==> config.mk <==
export PLATFORM = sky130hd
export DESIGN_NAME = seq_mul_add
export DESIGN_NICKNAME = d
export VERILOG_FILES = /design/src/rtl/seq_mul_add.sv
export SDC_FILE = /design/constraint.sdc
export NUM_CORES = 1
export LEC_CHECK = 0
export CAP_MARGIN = 20
export CORE_UTILIZATION = 50
export DETAILED_ROUTE_END_ITERATION = 12
export GPL_TIMING_DRIVEN = 0
export HOLD_SLACK_MARGIN = 0.15
export PLACE_DENSITY = 0.87
export SLEW_MARGIN = 20
export SYNTH_ARGS = -nofsm -noshare
export SYNTH_HDL_FRONTEND = slang
export SYNTH_SLANG_ARGS = --single-unit
==> constraint.sdc <==
create_clock -name clk -period 5.4 [get_ports clk]
set_input_delay 0.54 -clock clk [delete_from_list [all_inputs] [get_ports clk]]
set_output_delay 0.54 -clock clk [all_outputs]
set_load 0.03 [all_outputs]
==> src/rtl/seq_mul_add.sv <==
// seq_mul_add: sequential shift-and-add multiply-accumulate.
// Computes result = q*b + r over WIDTH clock cycles, one multiplier bit per
// cycle (LSB first), using a valid/ready handshake on both sides.
//
// Ports:
//   clk        single clock, rising edge
//   rst        synchronous active-high reset
//   in_valid   operand set on q/b/r is valid
//   in_ready   block can accept operands (IDLE only)
//   q, b, r    unsigned multiplier, multiplicand, addend (WIDTH bits each)
//   out_valid  result/fits are valid (DONE only)
//   out_ready  consumer accepts the result
//   result     q*b + r (2*WIDTH bits); mirrors the accumulator at all times
//   fits       result < 2**WIDTH, captured on DONE entry
//
// state | meaning
// IDLE  | waiting for operands, in_ready high
// RUN   | processing multiplier bit cnt
// DONE  | result held until out_ready

module seq_mul_add #(
    parameter int WIDTH = 4
) (
    input  logic                 clk,
    input  logic                 rst,
    input  logic                 in_valid,
    output logic                 in_ready,
    input  logic [WIDTH-1:0]     q,
    input  logic [WIDTH-1:0]     b,
    input  logic [WIDTH-1:0]     r,
    output logic                 out_valid,
    input  logic                 out_ready,
    output logic [2*WIDTH-1:0]   result,
    output logic                 fits
);

    localparam int CW = (WIDTH > 2) ? $clog2(WIDTH) : 1;

    typedef enum logic [1:0] {
        IDLE = 2'd0,
        RUN  = 2'd1,
        DONE = 2'd2
    } state_t;

    state_t               state;
    state_t               state_nxt;

    logic [WIDTH-1:0]     q_reg;
    logic [WIDTH-1:0]     b_reg;
    logic [2*WIDTH-1:0]   acc;
    logic [2*WIDTH-1:0]   partial;
    logic [2*WIDTH-1:0]   acc_sum;
    logic [CW-1:0]        cnt;
    logic                 fits_reg;
    logic                 last_bit;
    logic                 accept;
    logic                 consume;

    // Partial product for the current multiplier bit and the running sum.
    always_comb begin
        partial  = '0;
        if (q_reg[cnt]) begin
            partial = {{WIDTH{1'b0}}, b_reg} << cnt;
        end
        acc_sum  = acc + partial;
        last_bit = (cnt == CW'(WIDTH - 1));
    end

    always_ff @(posedge clk) begin
        if (rst) begin
            state <= IDLE;
        end else begin
            state <= state_nxt;
        end
    end

    always_comb begin
        state_nxt = state;
        in_ready  = 1'b0;
        out_valid = 1'b0;
        accept    = 1'b0;
        consume   = 1'b0;
        case (state)
            IDLE: begin
                in_ready = 1'b1;
                accept   = in_valid;
                if (in_valid) begin
                    state_nxt = RUN;
                end
            end
            RUN: begin
                if (last_bit) begin
                    state_nxt = DONE;
                end
            end
            DONE: begin
                out_valid = 1'b1;
                consume   = out_ready;
                // Return to IDLE only; a new operand can be taken next cycle.
                if (out_ready) begin
                    state_nxt = IDLE;
                end
            end
            default: begin
                state_nxt = IDLE;
            end
        endcase
    end

    always_ff @(posedge clk) begin
        if (rst) begin
            q_reg    <= '0;
            b_reg    <= '0;
            acc      <= '0;
            cnt      <= '0;
            fits_reg <= 1'b0;
        end else if (accept) begin
            q_reg <= q;
            b_reg <= b;
            acc   <= {{WIDTH{1'b0}}, r};
            cnt   <= '0;
        end else if (state == RUN) begin
            acc <= acc_sum;
            cnt <= cnt + CW'(1);
            if (last_bit) begin
                fits_reg <= (acc_sum[2*WIDTH-1:WIDTH] == '0);
            end
        end
    end

    assign result = acc;
    assign fits   = fits_reg;

    // consume is decoded for clarity of the handshake; state_nxt already uses it.
    logic unused_consume;
    assign unused_consume = consume;

endmodule

==> run_results.csv <==
group,metric,value,unit
status,status,"complete, no violations",
final_layout,largest_register_ffs,8,
sta,hold_viol,0,
yosys,synth_top_flop_cell,"dfxtp_1",
final_layout,fin_cells,228,
die,core_area,2520,um^2
die,placementRows,18,
die,die_width,54.0,um
cts,cts_tree,"yes",
critical_path,worst-r2r-setup-slack,2.55,ns
final_layout,final_layout_size_suffix_gt1_frac,0.0707,
yosys,yosys.cell_count.top_type,"nand2_1",
yosys,ys_warn_count,0,
sta,fin_setup_tns,0,ns
critical_path,cp-end-kind,"flop",
yosys,syn_nets,194,
power_and_ir_drop,cellLeakagePower,0.638,nW
critical_path,r2r-start,"cnt[0]$_SDFFE_PP0P_",
yosys,seq_area_frac_synth,0.311,
grt,antenna_found_initial,0,
sta,worst_pin_slew,0.655,ns
sta,fin_crit,2.85,ns
routing,wl_per_cell,14.3,um
sta,finClkSkew,0.00312,ns
cts,cts.clk_slew.worst_paths,0.12,ns
yosys,synth-edff-count,0,
placed_design,gp_congestion,0.921,
final_layout,area_growth,23.3,%
grt,grt_start_max_net_pins,12,
routing,viasPerCell,5.89,
power_and_ir_drop,ir_drop,0.156,mV
critical_path,cp_max_fo,10,
routing,route.detailed.drc,0,
final_layout,layout.nets,224,
critical_path,critPathArrivalTime,3.08,ns
sta,rsz0062_at_grt,"false",
cts,post_cts_buffers,0,
grt,grt_pass1_vias,1286,
yosys,ys_ff_latch,21,
cts,cts_resized,0,
yosys,synth_top_area_frac,0.311,
sta,hold_slack,0.486,ns
yosys,synth_area_per_cell,7.99,um^2
routing,drt_iter0_drc,42,
sta,clock.fmax,351,MHz
yosys,syn-instance-count,169,
routing,antenna_left,0,
critical_path,r2r-end,"fits$_SDFFE_PP0P_",
die,io_pins,27,
critical_path,startpoint,"cnt[0]$_SDFFE_PP0P_",
grt,grt_pass1_wl,5.45,mm
routing,num_vias,1344,
die,die_area,2910,um^2
yosys,synthArstFlopShare,0,
hold_path,min_to,"q_reg[1]$_SDFFE_PP0P_",
critical_path,crit_type,"flop to flop",
sta,min_period_over_period,0.528,
placed_design,hpwl,2.56,mm
critical_path,cp-start-kind,"flop",
cts,clockBufferDepth,2,
cts,cts_root_buffer,"clkbuf_4",
hold_path,hp-start,"q_reg[1]$_SDFFE_PP0P_",
yosys,syn_area,1350,um^2
cts,numCtsBuffers,3,
placed_design,place_inst,224,
critical_path,r2r.worst_path.cells,10,
grt,grt_util_all_layers,0.256,
critical_path,cpPeakStageDelay,0.51,ns
routing,finalWirelength,3.25,mm
yosys,yosys-top-cells-area,"dfxtp_1, nand2_1, a21oi_1",
yosys,yosysTopAreaCell,"dfxtp_1",
run,drv_cap,0,
cts,htreeDepth,1,
placed_design,dpl_worst_slack,2.59,ns
critical_path,worstPathCellList,"clkbuf_1 -> nor4bb_1 -> ha_1 -> inv_1 -> fa_1 -> nand2b_1 -> a21oi_2 -> xnor2_1 -> or4_4 -> o31ai_2",
sta,finalWorstSetupSlack,2.55,ns
grt,overflow,0,
cts,clk_latency,0.30,ns
routing,first_pass_iters,5,
yosys,yosys-top-cells-count,"nand2_1, dfxtp_1, a21oi_1",
hold_path,min_delay_path_depth,2,
final_layout,diodes,0,
sta,slew_headroom,0.563,
placed_design,io_buffers,25,
final_layout,ff_latch_area,420,um^2
power_and_ir_drop,powerDensity,190,nW/um^2
hold_path,min_path_type,"flop to flop",
cts,clkSinkCount,21,
sta,slew_viol_final,0,
die,initial_utilization,0.535,
sta,setup_viol,0,
final_layout,num-fill-cells,213,
yosys,synthDistinctLibCells,40,
die,die_h,54.0,um
cts,ctsHoldBuffers,0,
final_layout,multi_input_area,866,um^2
critical_path,required,5.63,ns
critical_path,cp_slowest_cell,"or4_4",
[power breakdown]
| group | internal [mW] | switching [mW] | total [mW] |
|---|---|---|---|
| registers | 0.163 | 0.00790 | 0.170 |
| logic | 0.0309 | 0.0372 | 0.0681 |
| clock network | 0.0288 | 0.0497 | 0.0785 |
| total | 0.222 | 0.0948 | 0.317 |
[logic make-up after synthesis]
logic type,Yosys count,share of synthesized area
simple gates,72,0.273
compound gates,42,0.198
fa+ha+maj,9,0.0890
buf+inv,16,0.0473
xor+xnor,5,0.0324
flops,21,0.311
mux,4,0.0482
[worst max-delay path by stage]
stage / end
3_3_place_gp: fits$_SDFFE_PP0P_
2_1_floorplan: fits$_SDFFE_PP0P_
4_1_cts: fits$_SDFFE_PP0P_
5_1_grt: fits$_SDFFE_PP0P_
6_report: fits$_SDFFE_PP0P_
3_5_place_dp: fits$_SDFFE_PP0P_
[critical path, delay by kind of cell, from the launching register on]
kind / cells / cell delay (ns)
compound gates: 2 / 0.32
simple gates: 3 / 1.04
flops: 1 / 0.38
xor+xnor: 1 / 0.10
buf+inv: 2 / 0.31
fa+ha+maj: 2 / 0.64
[through the flow]
stage	area (um^2)	total power [mW]	utilization
floorplan	1350	0.213	-
global placement	1640	0.237	0.649
detailed placement	1640	0.241	0.649
CTS	1660	0.316	0.660
global route	1660	0.333	0.660
finish	1660	0.317	0.660
[placed cells by master, fill, tap and decap left out, types with 3 or more instances in the layout]
| cell | instances |
|---|---|
| inv_1 | 7 |
| ha_1 | 8 |
| nor3b_1 | 3 |
| clkbuf_1 | 9 |
| nand2b_1 | 4 |
| and2_1 | 4 |
| clkdlybuf4s50_1 | 25 |
| clkbuf_4 | 3 |
| xnor2_1 | 4 |
| dfxtp_1 | 21 |
| a21oi_1 | 20 |
| nand2_1 | 27 |
| nor2_1 | 10 |
| a211oi_1 | 3 |
| a21o_1 | 3 |
| nand3b_1 | 3 |
| nand3_1 | 6 |
| nor2b_1 | 3 |
| o21ai_0 | 6 |
[cell type report]
cell class | instances | share of cell area
multi-input combinational | 132 | 0.520
sequential | 21 | 0.253
timing repair buffer | 25 | 0.150
buffer | 9 | 0.0226
tap | 30 | 0.0226
clock buffer | 4 | 0.0158
inverter | 7 | 0.0158
[layer usage]
| metal | share of wire | track usage |
|---|---|---|
| met1 | 0.39 | 0.291 |
| met2 | 0.52 | 0.471 |
| met3 | 0.067 | 0.0424 |
| met4 | 0.023 | 0.0921 |
| met5 | 0 | 0 |
Power figures use the tool's default switching activity.
